### config.mk
export PLATFORM = sky130hd
export DESIGN_NAME = mem_transfer_engine
export DESIGN_NICKNAME = d
export VERILOG_FILES = /design/src/rtl/mem_transfer_engine.sv
export SDC_FILE = /design/constraint.sdc
export NUM_CORES = 1
export LEC_CHECK = 0
export CAP_MARGIN = 20
export CORE_UTILIZATION = 60
export CTS_CLUSTER_SIZE = 14
export DETAILED_ROUTE_END_ITERATION = 10
export GPL_ROUTABILITY_DRIVEN = 0
export PLACE_DENSITY = 0.78
export SETUP_SLACK_MARGIN = 0.15
export SYNTH_ARGS = -nofsm -noshare
export SYNTH_HDL_FRONTEND = slang
export SYNTH_SLANG_ARGS = --single-unit
### constraint.sdc
create_clock -name clk -period 7.25 [get_ports clk]
set_input_delay 1.0875 -clock clk [delete_from_list [all_inputs] [get_ports clk]]
set_output_delay 1.0875 -clock clk [all_outputs]
set_load 0.01 [all_outputs]
### src/rtl/mem_transfer_engine.sv
// mem_transfer_engine
//   Fills source memory A from a valid-qualified input stream. Once A holds DEPTH words it
//   copies A into destination memory B using one of four transfer modes, then raises done.
//   Memory B has a registered read-back port that is live in every state.
//
// Ports
//   clk      : system clock, all logic on the rising edge
//   rst      : synchronous, active-high reset
//   dataInA  : write data for memory A
//   validA   : dataInA valid this cycle
//   readyA   : engine accepts a word (FILL only)
//   mode     : transfer mode, latched on entry to COPY
//              (0 copy, 1 reverse, 2 running sum, 3 invert)
//   restart  : in DONE, return to FILL for a new batch
//   rdAddrB  : read address for memory B
//   dataOutB : registered memory B read data (1-cycle latency, read-before-write)
//   busy     : high in COPY
//   done     : high in DONE
module mem_transfer_engine #(
  parameter int unsigned WIDTH  = 8,
  parameter int unsigned ADDR_W = 4
) (
  input  logic              clk,
  input  logic              rst,
  input  logic [WIDTH-1:0]  dataInA,
  input  logic              validA,
  output logic              readyA,
  input  logic [1:0]        mode,
  input  logic              restart,
  input  logic [ADDR_W-1:0] rdAddrB,
  output logic [WIDTH-1:0]  dataOutB,
  output logic              busy,
  output logic              done
);

  localparam int unsigned DEPTH = 2 ** ADDR_W;

  localparam logic [ADDR_W-1:0] AddrMax = {ADDR_W{1'b1}};
  localparam logic [ADDR_W-1:0] AddrOne = {{(ADDR_W-1){1'b0}}, 1'b1};
  // Copy index runs 0..DEPTH inclusive, so it needs one extra bit.
  localparam logic [ADDR_W:0]   LastIdx = {1'b1, {ADDR_W{1'b0}}};
  localparam logic [ADDR_W:0]   IdxOne  = {{ADDR_W{1'b0}}, 1'b1};

  typedef enum logic [1:0] {StFill, StCopy, StDone} state_e;

  state_e state_q, state_d;

  logic [ADDR_W-1:0] wr_ptr_q, wr_ptr_d;
  logic [ADDR_W:0]   idx_q, idx_d;
  logic [WIDTH-1:0]  acc_q, acc_d;
  logic [1:0]        mode_q, mode_d;
  logic [WIDTH-1:0]  rd_a_q, rd_a_d;
  logic [WIDTH-1:0]  dout_q, dout_d;

  logic [WIDTH-1:0]  mem_a [DEPTH];
  logic [WIDTH-1:0]  mem_b [DEPTH];

  logic              we_a;
  logic              we_b;
  logic [ADDR_W-1:0] waddr_b;
  logic [WIDTH-1:0]  wdata_b;
  logic [ADDR_W-1:0] src_idx;
  logic [WIDTH-1:0]  sum;

  // State register
  always_ff @(posedge clk) begin
    if (rst) begin
      state_q <= StFill;
    end else begin
      state_q <= state_d;
    end
  end

  // Next-state logic
  always_comb begin
    state_d = state_q;
    case (state_q)
      StFill:  if (validA && (wr_ptr_q == AddrMax)) state_d = StCopy;
      StCopy:  if (idx_q == LastIdx) state_d = StDone;
      StDone:  if (restart) state_d = StFill;
      default: state_d = StFill;
    endcase
  end

  // Outputs decode directly from state
  always_comb begin
    readyA = 1'b0;
    busy   = 1'b0;
    done   = 1'b0;
    case (state_q)
      StFill:  readyA = 1'b1;
      StCopy:  busy   = 1'b1;
      StDone:  done   = 1'b1;
      default: readyA = 1'b0;
    endcase
  end

  // Word written to B during copy cycle k belongs to source index k-1; at k=DEPTH the
  // truncated subtraction yields DEPTH-1 as required.
  assign src_idx = idx_q[ADDR_W-1:0] - AddrOne;
  assign sum     = acc_q + rd_a_q;

  // Datapath next-state
  always_comb begin
    wr_ptr_d = wr_ptr_q;
    idx_d    = idx_q;
    acc_d    = acc_q;
    mode_d   = mode_q;
    rd_a_d   = rd_a_q;
    we_a     = 1'b0;
    we_b     = 1'b0;
    waddr_b  = src_idx;
    wdata_b  = rd_a_q;
    dout_d   = mem_b[rdAddrB];

    case (state_q)
      StFill: begin
        if (validA) begin
          we_a     = 1'b1;
          wr_ptr_d = wr_ptr_q + AddrOne;
          if (wr_ptr_q == AddrMax) begin
            mode_d = mode;
            acc_d  = '0;
            idx_d  = '0;
          end
        end
      end
      StCopy: begin
        idx_d = idx_q + IdxOne;
        if (idx_q != LastIdx) begin
          rd_a_d = mem_a[idx_q[ADDR_W-1:0]];
        end
        if (idx_q != '0) begin
          we_b = 1'b1;
          case (mode_q)
            2'd1: begin
              // DEPTH-1-i is the bitwise inverse of i for a power-of-two depth.
              waddr_b = ~src_idx;
            end
            2'd2: begin
              wdata_b = sum;
              acc_d   = sum;
            end
            2'd3: wdata_b = ~rd_a_q;
            default: wdata_b = rd_a_q;
          endcase
        end
        // Leave the index cleared so a restart begins from a clean copy.
        if (idx_q == LastIdx) idx_d = '0;
      end
      default: ;
    endcase
  end

  // Datapath registers
  always_ff @(posedge clk) begin
    if (rst) begin
      wr_ptr_q <= '0;
      idx_q    <= '0;
      acc_q    <= '0;
      mode_q   <= '0;
      rd_a_q   <= '0;
      dout_q   <= '0;
    end else begin
      wr_ptr_q <= wr_ptr_d;
      idx_q    <= idx_d;
      acc_q    <= acc_d;
      mode_q   <= mode_d;
      rd_a_q   <= rd_a_d;
      dout_q   <= dout_d;
    end
  end

  // Memory arrays are not reset; a reset edge suppresses any pending write.
  always_ff @(posedge clk) begin
    if (!rst && we_a) mem_a[wr_ptr_q] <= dataInA;
  end

  always_ff @(posedge clk) begin
    if (!rst && we_b) mem_b[waddr_b] <= wdata_b;
  end

  assign dataOutB = dout_q;

endmodule

==> results of run 1 <==
## per-layer routing
| metal | track usage (%) | routed length [um] | up-vias | part of all wire (%) |
|---|---|---|---|---|
| met1 | 30.3 | 9080 | 3191 | 38 |
| met3 | 3.87 | 1300 | 67 | 5.5 |
| met5 | 0 | 0 | - | 0 |
| met2 | 43.0 | 12300 | 238 | 52 |
| met4 | 10.9 | 1040 | 0 | 4.4 |
| li1 | - | - | 2895 | - |
## area by class of cell
| cell class | count | area (um^2) |
|---|---|---|
| clock buffers | 41 | 791 |
| clock inverters | 10 | 76.3 |
| fillers | 1268 | 6130 |
| inverters | 12 | 45.0 |
| multi-input cells | 372 | 3330 |
| flip-flops and latches | 293 | 8430 |
| well taps | 265 | 332 |
| repair buffers | 41 | 388 |
## cell families after synthesis
logic type | after synthesis | share of synthesized area [%]
flip-flops | 293 | 70.2
AND/OR/NAND/NOR | 150 | 5.82
AO/OA/AOI/OAI | 98 | 5.40
multiplexers | 98 | 14.1
buffers and inverters | 52 | 2.07
adder cells (fa/ha/maj) | 15 | 1.63
XOR/XNOR | 11 | 0.802
## worst min-delay path: stages (launching register included)
cell and delay, ns:
dfxtp_1 0.32, nand2_1 0.05, a21oi_1 0.05
## metrics by stage
step                      std cells  cell area [um^2]  hold slack (ns)  worst slack (ns)  total power, mW
after floorplan                 717             12000            0.441              4.22             1.92
after global placement          978             12500            0.446              3.60             1.96
after detailed placement        978             12500            0.457              3.45             1.97
after CTS                      1029             13300            0.465              3.44             3.31
after global routing           1034             13400            0.523              3.08             3.38
final                          1034             13400            0.467              3.37             3.30
## path summary, 6_finish.rpt
path / start / slack [ns] / end / cells after the start
min: acc_q[6] / 0.47 / acc_q[6] / 2
max: idx_q[0] / 3.37 / mem_b[12][7] / 7
min reg2reg: acc_q[6] / 0.47 / acc_q[6] / 2
max reg2reg: idx_q[0] / 3.37 / mem_b[12][7] / 7
## power groups by stage
stage	sequential, mW	clock, mW	combinational [mW]
6_report	1.83	1.37	0.0982
3_5_place_dp	1.87	0	0.0959
5_1_grt	1.83	1.45	0.106
2_1_floorplan	1.87	0	0.0526
3_3_place_gp	1.87	0	0.0933
4_1_cts	1.83	1.38	0.0970
## cells in the mapped netlist, types with 2 or more instances
library cell	n	area (um^2)
nand2b_1	5	31.3
clkbuf_1	18	67.6
xor2_1	5	43.8
xnor2_1	6	52.6
mux2_2	10	113
ha_1	14	175
nand3b_1	2	15.0
nor3_1	19	95.1
dfxtp_1	37	741
buf_2	13	65.1
nor2b_1	7	43.8
nor3b_1	2	15.0
nand3_1	6	30.0
and2_1	2	12.5
a31oi_1	8	50.1
a221o_1	3	30.0
o21ai_0	9	45.0
a311oi_1	2	17.5
a41oi_1	2	17.5
a211oi_1	19	143
a22oi_1	9	67.6
a21oi_1	30	150
buf_4	6	45.0
edfxtp_1	256	7690
mux4_2	56	1260
a32o_1	3	30.0
nand4_1	4	25.0
mux2i_1	31	310
a21boi_0	4	30.0
nor2_1	52	195
buf_6	2	22.5
a21o_1	2	15.0
and3_1	5	31.3
inv_1	11	41.3
nand2_1	41	154
## state kept, by name, indices dropped and copies added, names as in the netlist
signal    flops
mem_a       128
mem_b       128
acc_q         8
dataOutB      8
rd_a_q        8
idx_q         5
wr_ptr_q      4
mode_q        2
state_q       2
==> results_dict.tcl, run 1 <==
set metrics [dict create \
    core_um2 19500 \
    wl_per_cell_um 23.0 \
    p_int_mw 2.66 \
    maxSlewViolCount 0 \
    final_cell_mix "256 x edfxtp_1, 56 x mux4_2, 52 x nor2_1, 41 x nand2_1, 36 x dfxtp_1" \
    synth_fp_nets 750 \
    insertion_delay_ns 0.54 \
    timing.critical_path.buf_inv 2 \
    pin_count 29 \
    drive_gt1_share_pct 15.9 \
    rsz0062_at_grt "false" \
    powerDensity_nw_per_um2 246 \
    period_needed_ns 3.88 \
    drtIter0Drc 453 \
    initial_core_util_pct 61.5 \
    p_leak_nw 4.34 \
    ys_ff_latch 293 \
    cts_root_buffer "clkbuf_16" \
    cts_buffers 28 \
    fin_util_pct 68.6 \
    cts_sinks 293 \
    gr-total-overflow 0 \
    firstDrtPassIters 4 \
    num_rows 51 \
    path_delay_family "simple AND/OR/NAND/NOR gates" \
    arrival_ns 4.07 \
    finish.net_count 781 \
    hpwl_mm 15.5 \
    die_area_um2 20600 \
    cp_data_required_time_ns 7.43 \
    grt_max_degree 41 \
    routed_wl_mm 23.7 \
    port_buffers 28 \
    crit_chain "buf_4, inv_1, ha_1, or4b_4, nand3_1, nor4_1, xor2_1" \
    synthArstFlopShare_pct 0 \
    yosys_most_used_dff "edfxtp_1" \
    status "finished, final reports clean" \
    grt_pass1_vias 6624 \
    endpoint_kind "register" \
    slew_headroom_pct 26.9 \
    start_kind "register" \
    critPathSlowestCell "xor2_1" \
    max_freq_mhz 257 \
    die_w_um 143 \
    clkTransAtPathRegs_ns 0.06 \
    clock_skew_ns 0.0183 \
    worst_pin_slew_ns 1.09 \
    antenna_found_initial 0 \
    insertedDiodeCount 0 \
    cap_violations 0 \
    crit_fanout 35 \
    combPwrFrac_pct 3.0 \
    syn_avg_cell_area_um2 16.8 \
    seqPwrFrac_pct 55.6 \
    timing.final.crit_share_pct 53.6 \
    cts-htree-levels 1 \
    clockBufferDepth 3 \
    synth_cell_type_count 51 \
    setup_violations 0 \
    cts_tree "done" \
    synth-edff-count 256 \
    synth-warning-count 0 \
    vdd_drop_max_v 0.000204 \
    final_antenna_net_count 0 \
    fin_setup_tns_ns 0 \
    vias_per_cell 6.18 \
    crit_type "register to register" \
    grtUsageTotal_pct 24.5 \
    cpPeakStageDelay_ns 0.89 \
    post_cts_resize_count 0 \
    worstHoldPathType "register to register" \
    pwr-share-clk_pct 41.5 \
    yosysSeqAreaShare_pct 70.2 \
    syn_inst 717 \
    die_y_um 143 \
    drc 0 \
    hold_violations 0 \
    grt_pass1_wl_mm 36.9 \
    areaGrowthSynthToFinish_pct 11.5 \
    final_common_cell "edfxtp_1" \
    vias 6391 \
    switching_power_uw 638 \
    cts_hold_buf 0 \
    netlist_area_um2 12000 \
    cts_setup_buffers 0 \
    switching_share_pct 19.3 \
]
(Power assumes the default switching activity.)
==> run 2: changes to the inputs <==
CORE_UTILIZATION = 56   (was 60)
PLACE_DENSITY = 0.76   (was 0.78)
clock period = 3.2 ns   (was 7.25 ns; I/O delays follow)
==> results_dict.tcl, run 2 (synthesis results as in run 1) <==
set metrics [dict create \
    status "finished, final reports clean" \
    cts_setup_buffers 0 \
    routed_wl_mm 24.3 \
    switching_share_pct 19.0 \
    slew_headroom_pct 26.3 \
    seqPwrFrac_pct 53.7 \
    final_cell_mix "256 x edfxtp_1, 56 x mux4_2, 52 x nor2_1, 47 x buf_4, 41 x nand2_1" \
    setup_violations 0 \
    grt_pass1_vias 6708 \
    max_freq_mhz 354 \
    powerDensity_nw_per_um2 563 \
    cts_hold_buf 0 \
    die_w_um 148 \
    endpoint_kind "register" \
    grt_pass1_wl_mm 37.4 \
    reg2reg_slack_ns 0.37 \
    port_buffers 28 \
    hold_violations 0 \
    firstDrtPassIters 5 \
    r2r_end "mem_b[6][4]" \
    grt_max_degree 41 \
    hpwl_mm 15.9 \
    crit_start "rd_a_q[0]" \
    die_area_um2 22000 \
    period_needed_ns 2.83 \
    insertedDiodeCount 0 \
    vias 6638 \
    clkTransAtPathRegs_ns 0.07 \
    switching_power_mw 1.47 \
    cts_buffers 29 \
    crit_type "register to register" \
    wl_per_cell_um 22.4 \
    top_usage_layer "met2" \
    reg2reg_depth 7 \
    crit_end "mem_b[6][4]" \
    grtUsageTotal_pct 22.8 \
    start_kind "register" \
    clock_skew_ns 0.0160 \
    pin_count 29 \
    final_antenna_net_count 0 \
    arrival_ns 3.00 \
    cts-htree-levels 1 \
    core_um2 21000 \
    gr-total-overflow 0 \
    p_int_mw 6.27 \
    largest_registers "mem_a: 128 flops, mem_b: 128 flops" \
    cts_sinks 293 \
    dp_cells 1026 \
    crit_fanout 16 \
    drive_gt1_share_pct 20.2 \
    use_met2_pct 40.1 \
    rsz0062_at_grt "false" \
    cts_root_buffer "clkbuf_16" \
    n_fill_cell 1346 \
    fin_setup_tns_ns 0 \
    globalRouteMet1Util_pct 29.4 \
    worst_pin_slew_ns 1.11 \
    clockBufferDepth 3 \
    initial_core_util_pct 57.1 \
    timing.final.crit_share_pct 88.3 \
    combPwrFrac_pct 2.9 \
    p_leak_nw 4.58 \
    drc 0 \
    antenna_found_initial 0 \
    vias_per_cell 6.13 \
    fin_cells 1082 \
    areaGrowthSynthToFinish_pct 14.6 \
    post_cts_resize_count 0 \
    worstHoldPathType "register to register" \
    final_common_cell "edfxtp_1" \
    insertion_delay_ns 0.54 \
    finish.net_count 818 \
    pwr-share-clk_pct 43.4 \
    cp_data_required_time_ns 3.37 \
    use_met3_pct 3.28 \
    drtIter0Drc 598 \
    die_y_um 148 \
    cap_violations 0 \
    maxSlewViolCount 0 \
    vdd_drop_max_v 0.000566 \
    cts_tree "done" \
    num_rows 53 \
    worst_r2r_startpoint "rd_a_q[0]" \
    worst_hold_slack_ns 0.468 \
]
[run 2: worst min-delay path by stage]
stage	from	endpoint	slack [ns]	cells past startpoint
floorplan	acc_q[6]	acc_q[6]	0.44	2
global placement	acc_q[6]	acc_q[6]	0.45	2
detailed placement	acc_q[6]	acc_q[6]	0.46	2
CTS	acc_q[6]	acc_q[6]	0.47	2
global route	acc_q[6]	acc_q[6]	0.49	2
finish	acc_q[6]	acc_q[6]	0.47	2
[run 2: worst max-delay path, cell delays in order (launching register included)]
cell and delay (ns):
dfxtp_1 0.34, ha_1 0.21, fa_1 0.41, a21oi_1 0.19, o21bai_1 0.10, xor2_1 0.22, a211oi_1 0.11, a21oi_1 0.86
[run 2: metal layers]
metal  routed length (um)  part of all wire (%)  vias up
met3                 1520                   6.3       54
li1                     -                     -     2972
met1                 9590                    39     3365
met4                  782                   3.2        0
met2                12400                    51      247
met5                    0                     0        -
[run 2: power by group through the flow]
stage	clock network, mW	logic [mW]	registers [mW]
floorplan	0	0.119	4.24
global placement	0	0.221	4.23
detailed placement	0	0.226	4.24
CTS	3.41	0.229	4.16
global route	3.54	0.245	4.16
finish	3.36	0.225	4.16
[run 2: layout make-up]
cell class	count	area [um^2]	share of cell area (%)
sequential	293	8430	61.2
multi-input combinational	372	3330	24.2
clock buffer	37	776	5.64
timing repair buffer	77	653	4.75
tap	275	344	2.50
clock inverter	16	181	1.32
inverter	12	45.0	0.327
[run 2: per-stage QoR]
step                utilization, %  area, um^2  setup slack [ns]  power [mW]
floorplan                        -       12000             0.165        4.36
global placement              60.8       12800             0.537        4.46
detailed placement            60.8       12800             0.420        4.46
CTS                           65.4       13700             0.398        7.79
global route                  65.5       13800             0.263        7.94
finish                        65.5       13800             0.374        7.74
